<file path="config.mk">
export PLATFORM = sky130hd
export DESIGN_NAME = instruction_sequencer
export DESIGN_NICKNAME = d
export VERILOG_FILES = /design/src/rtl/instruction_sequencer.sv
export SDC_FILE = /design/constraint.sdc
export NUM_CORES = 1
export LEC_CHECK = 0
export ABC_AREA = 1
export ABC_CLOCK_PERIOD_IN_PS = 3750
export CAP_MARGIN = 25
export CORE_AREA = 4 4 78 80
export CTS_BUF_LIST = sky130_fd_sc_hd__clkbuf_8
export DETAILED_ROUTE_END_ITERATION = 12
export DIE_AREA = 0 0 82 84
export PLACE_DENSITY = 0.85
export SLEW_MARGIN = 20
export SYNTH_ARGS = -nofsm -noshare
export SYNTH_HDL_FRONTEND = slang
export SYNTH_SLANG_ARGS = --single-unit
</file>
<file path="constraint.sdc">
create_clock -name clk -period 3.75 [get_ports clk]
set_input_delay 0.75 -clock clk [delete_from_list [all_inputs] [get_ports clk]]
set_output_delay 0.75 -clock clk [all_outputs]
set_load 0.05 [all_outputs]
</file>
<file path="src/rtl/instruction_sequencer.sv">
// Fetch/issue sequencer for the 16-bit core: owns the PC, fetches over req/ack,
// issues each instruction to the datapath and waits for exec_done before advancing.
module instruction_sequencer #(
   parameter int         ADDR_W  = 8,
   parameter logic [2:0] HALT_OP = 3'b111
) (
   input  logic              clk,
   input  logic              rst_n,
   input  logic              start,
   input  logic [ADDR_W-1:0] start_pc,
   input  logic              stop,
   output logic              imem_req,
   output logic [ADDR_W-1:0] imem_addr,
   input  logic              imem_ack,
   input  logic [15:0]       imem_rdata,
   output logic [15:0]       instr,
   output logic              instr_valid,
   input  logic              exec_done,
   input  logic              redirect_valid,
   input  logic [ADDR_W-1:0] redirect_pc,
   output logic [ADDR_W-1:0] pc,
   output logic              busy,
   output logic              halted,
   output logic [15:0]       instr_count
);

   localparam logic [1:0] ST_IDLE   = 2'd0;
   localparam logic [1:0] ST_FETCH  = 2'd1;
   localparam logic [1:0] ST_EXEC   = 2'd2;
   localparam logic [1:0] ST_HALTED = 2'd3;

   localparam logic [ADDR_W-1:0] PC_ONE  = {{(ADDR_W-1){1'b0}}, 1'b1};
   localparam logic [15:0]       CNT_MAX = 16'hFFFF;

   logic [1:0] state;
   logic       stop_pending;

   // Handshakes: imem_req is held with a stable imem_addr until the cycle imem_ack
   // is seen high (data taken that cycle); instr_valid is held until exec_done.
   assign imem_req    = (state == ST_FETCH);
   assign instr_valid = (state == ST_EXEC);
   assign busy        = (state == ST_FETCH) || (state == ST_EXEC);
   assign halted      = (state == ST_HALTED);
   assign imem_addr   = pc;

   always_ff @(posedge clk or negedge rst_n) begin
      if (!rst_n) begin
         state        <= ST_IDLE;
         pc           <= '0;
         instr        <= '0;
         instr_count  <= '0;
         stop_pending <= 1'b0;
      end else begin
         case (state)
            ST_IDLE, ST_HALTED: begin
               if (start) begin
                  pc           <= start_pc;
                  instr_count  <= '0;
                  stop_pending <= 1'b0;
                  state        <= ST_FETCH;
               end
            end
            ST_FETCH: begin
               if (stop) stop_pending <= 1'b1;
               if (imem_ack) begin
                  instr <= imem_rdata;
                  if (imem_rdata[15:13] == HALT_OP) begin
                     // A halt consumes any pending stop; pc stays on the HALT word.
                     stop_pending <= 1'b0;
                     state        <= ST_HALTED;
                  end else begin
                     state <= ST_EXEC;
                  end
               end
            end
            ST_EXEC: begin
               if (exec_done) begin
                  if (instr_count != CNT_MAX) instr_count <= instr_count + 16'd1;
                  pc <= redirect_valid ? redirect_pc : pc + PC_ONE;
                  if (stop_pending || stop) begin
                     stop_pending <= 1'b0;
                     state        <= ST_IDLE;
                  end else begin
                     state <= ST_FETCH;
                  end
               end else if (stop) begin
                  stop_pending <= 1'b1;
               end
            end
            default: state <= ST_IDLE;
         endcase
      end
   end

endmodule

</file>
==> results.py <==
metrics = {
    "outcome": {
        "status": "complete, no violations",
    },
    "floorplan": {
        "die_y_um": 84,
        "dieArea_mm2": 0.00689,
        "core_mm2": 0.00541,
        "ios": 91,
        "fp-row-count": 27,
        "start_util_pct": 48.2,
        "die_w_um": 82,
    },
    "drt": {
        "routed_wirelength_um": 6350,
        "vias": 2411,
        "vias_per_cell": 5.11,
        "drc": 0,
        "first_iter_violations": 137,
        "drt_pass1_iterations": 4,
        "routedWlPerCell_um": 13.4,
        "ant_nets": 0,
    },
    "cts": {
        "cts_setup_buffers": 0,
        "cts_hold_buf": 0,
        "clock_tree.root_cell": "clkbuf_8",
        "clock_sinks": 43,
        "worstSkewPairLatency_ps": 290,
        "htree_levels": 2,
        "ctsResizeCount": 0,
        "clk_pin_slew_ps": 80,
        "numCtsBuffers": 5,
        "cts_tree": "yes",
        "clock_path_buffers": 2,
    },
    "power": {
        "p_per_area_mw_per_mm2": 837,
        "p_sw_mw": 1.58,
        "power_frac_seq_pct": 24.9,
        "pwr-share-clk_pct": 10.6,
        "internal-power_mw": 1.43,
        "leakagePower_nw": 1.56,
        "sw_frac_of_total_pct": 52.6,
        "p_comb_share_pct": 64.5,
        "vdd_drop_max_v": 0.000718,
    },
    "timing": {
        "maxClockFrequency_ghz": 0.364,
        "relSlewSlack_pct": 57.8,
        "setup_viol": 0,
        "tns_ps": 0,
        "worst_slack_ps": 1000,
        "hold_ws_ps": 379,
        "min_period_over_period_pct": 73.2,
        "grt_setup_unrepaired": "false",
        "period_minus_slack_ps": 2750,
        "finClkSkew_ps": 7.89,
        "hold_viol_final": 0,
        "slew_viol_final": 0,
        "tightest_slew_ps": 631,
    },
    "setup_path": {
        "path_buf_inv": 3,
        "critPathKind": "reg2out",
        "r2r_cells": 9,
        "startpoint_type": "flip-flop",
        "critical_path_depth": 4,
        "critical_path.max_stage_delay_ps": 800,
        "cpMaxStageDelayCell": "clkdlybuf4s50_1",
        "arrival_ps": 2000,
        "critPathRequiredTime_ps": 3000,
        "worstPathCellList": "inv_1, ha_1, inv_1, clkdlybuf4s50_1",
        "endpoint_kind": "output port",
        "path_common_cell": "inv_1",
        "critPathMaxFanout": 6,
        "critPathTopFamily": "buffers and inverters",
    },
    "run": {
        "drv_cap": 0,
    },
    "placement": {
        "placed_area_mm2": 0.00347,
        "port-buffer-count": 90,
        "post-place-ws_ps": 1320,
        "dp.final_hpwl_um": 4760,
        "globalplace.congestion": 0.804,
    },
    "cells_and_area": {
        "seqCellArea_mm2": 0.00108,
        "drive_gt1_share_pct": 12.5,
        "layout_commonest_cell": "clkdlybuf4s50_1",
        "layout.nets": 443,
        "syn2layout_area_growth_pct": 37.9,
        "final_util_pct": 66.5,
        "n_antenna_cell": 0,
        "stdcell_area_mm2": 0.00359,
        "multiInputGateArea_mm2": 0.00127,
        "final_cell_mix": "clkdlybuf4s50_1 (89), nand2_1 (73), dfrtp_1 (43)",
        "nFillCells": 455,
    },
    "global_routing": {
        "antenna_found_initial": 0,
        "grt-ovfl-total": 0,
        "first_global_vias": 2455,
        "grt_max_degree": 44,
        "grt_pass1_wl_um": 10800,
        "track_usage_pct": 19.6,
    },
    "synth": {
        "synth_seq_cells": 43,
        "syn_avg_cell_area_um2": 8.27,
        "yosys_warnings": 0,
        "syn-instance-count": 315,
        "synth_cell_type_count": 35,
        "netlist_area_mm2": 0.00261,
        "synth.net_count": 359,
        "yosysSeqAreaShare_pct": 41.3,
    },
    "min_path": {
        "hp-class": "in2async",
    },
}
## area by class of cell
| type | count | area share [%] |
|---|---|---|
| Clock buffer | 7 | 2.68 |
| Tap cell | 72 | 2.51 |
| Clock inverter | 1 | 0.104 |
| Multi-Input combinational cell | 223 | 35.5 |
| Sequential cell | 43 | 29.9 |
| Timing Repair Buffer | 92 | 25.7 |
| Inverter | 34 | 3.62 |
## Yosys cell counts (all sizes together)
cell type | number | area (um2)
nand2 | 79 | 325
nand3 | 28 | 153
ha | 5 | 62.6
o21bai | 1 | 7.51
dfrtp | 43 | 1080
buf | 13 | 118
nor2 | 32 | 130
mux2 | 16 | 180
clkbuf | 2 | 7.51
o22ai | 2 | 12.5
a2bb2oi | 1 | 8.76
or2 | 1 | 6.26
inv | 34 | 130
xor2 | 3 | 26.3
nand4 | 4 | 25.0
nor3 | 2 | 21.3
o21ai | 28 | 181
o211ai | 4 | 35.0
a22oi | 1 | 7.51
a21oi | 12 | 60.1
xnor2 | 2 | 17.5
o31ai | 1 | 7.51
a21boi | 1 | 7.51
## registers in the layout (all words and copies together) (netlist names)
name,flops
state,2
instr,16
imem_addr,8
stop_pending,1
instr_count,16
## cells by family (layout without fill, tap and decap cells)
group / after synthesis / in the layout / share of synthesized area [%]
adder cells (fa/ha/maj): 5 / 5 / 2.40
XOR/XNOR: 5 / 5 / 1.68
multiplexers: 16 / 16 / 6.91
flip-flops: 43 / 43 / 41.3
AO/OA/AOI/OAI: 51 / 51 / 12.6
AND/OR/NAND/NOR: 146 / 146 / 25.3
buffers and inverters: 49 / 134 / 9.79
## metal layers
| metal | routed length (um) | up-vias | share of wire (%) | global-route usage, % |
|---|---|---|---|---|
| met5 | 0 | - | 0 | 0 |
| met4 | 50 | 0 | 0.79 | 4.08 |
| met3 | 566 | 6 | 8.9 | 6.59 |
| met2 | 3060 | 94 | 48 | 33.9 |
| met1 | 2670 | 1117 | 42 | 23.1 |
| li1 | - | 1194 | - | - |
## path summary, 6_finish.rpt
path	from	end	slack, ps
hold reg to reg	instr[2]	instr[2]	510
min in group clk	instr[2]	instr[2]	510
setup reg to reg	state[0]	instr_count[7]	1660
max in group asynchronous	rst_n	instr[6]	2880
setup / recovery	state[0]	busy	1000
hold / removal	rst_n	instr_count[11]	380
## power by group through the flow
stage               registers [mW]  clock network (mW)  logic, mW
floorplan                     1.22                   0       1.04
global placement             0.744                   0       1.92
detailed placement           0.757                   0       1.96
CTS                          0.749               0.331       1.96
global route                 0.775               0.345       2.08
finish                       0.748               0.319       1.94
## metrics by stage
stage | std cells | total power, mW
4_1_cts | 471 | 3.04
5_1_grt | 472 | 3.20
2_1_floorplan | 315 | 2.25
3_3_place_gp | 463 | 2.67
6_report | 472 | 3.01
3_5_place_dp | 463 | 2.71
Power figures use the tool's default switching activity.
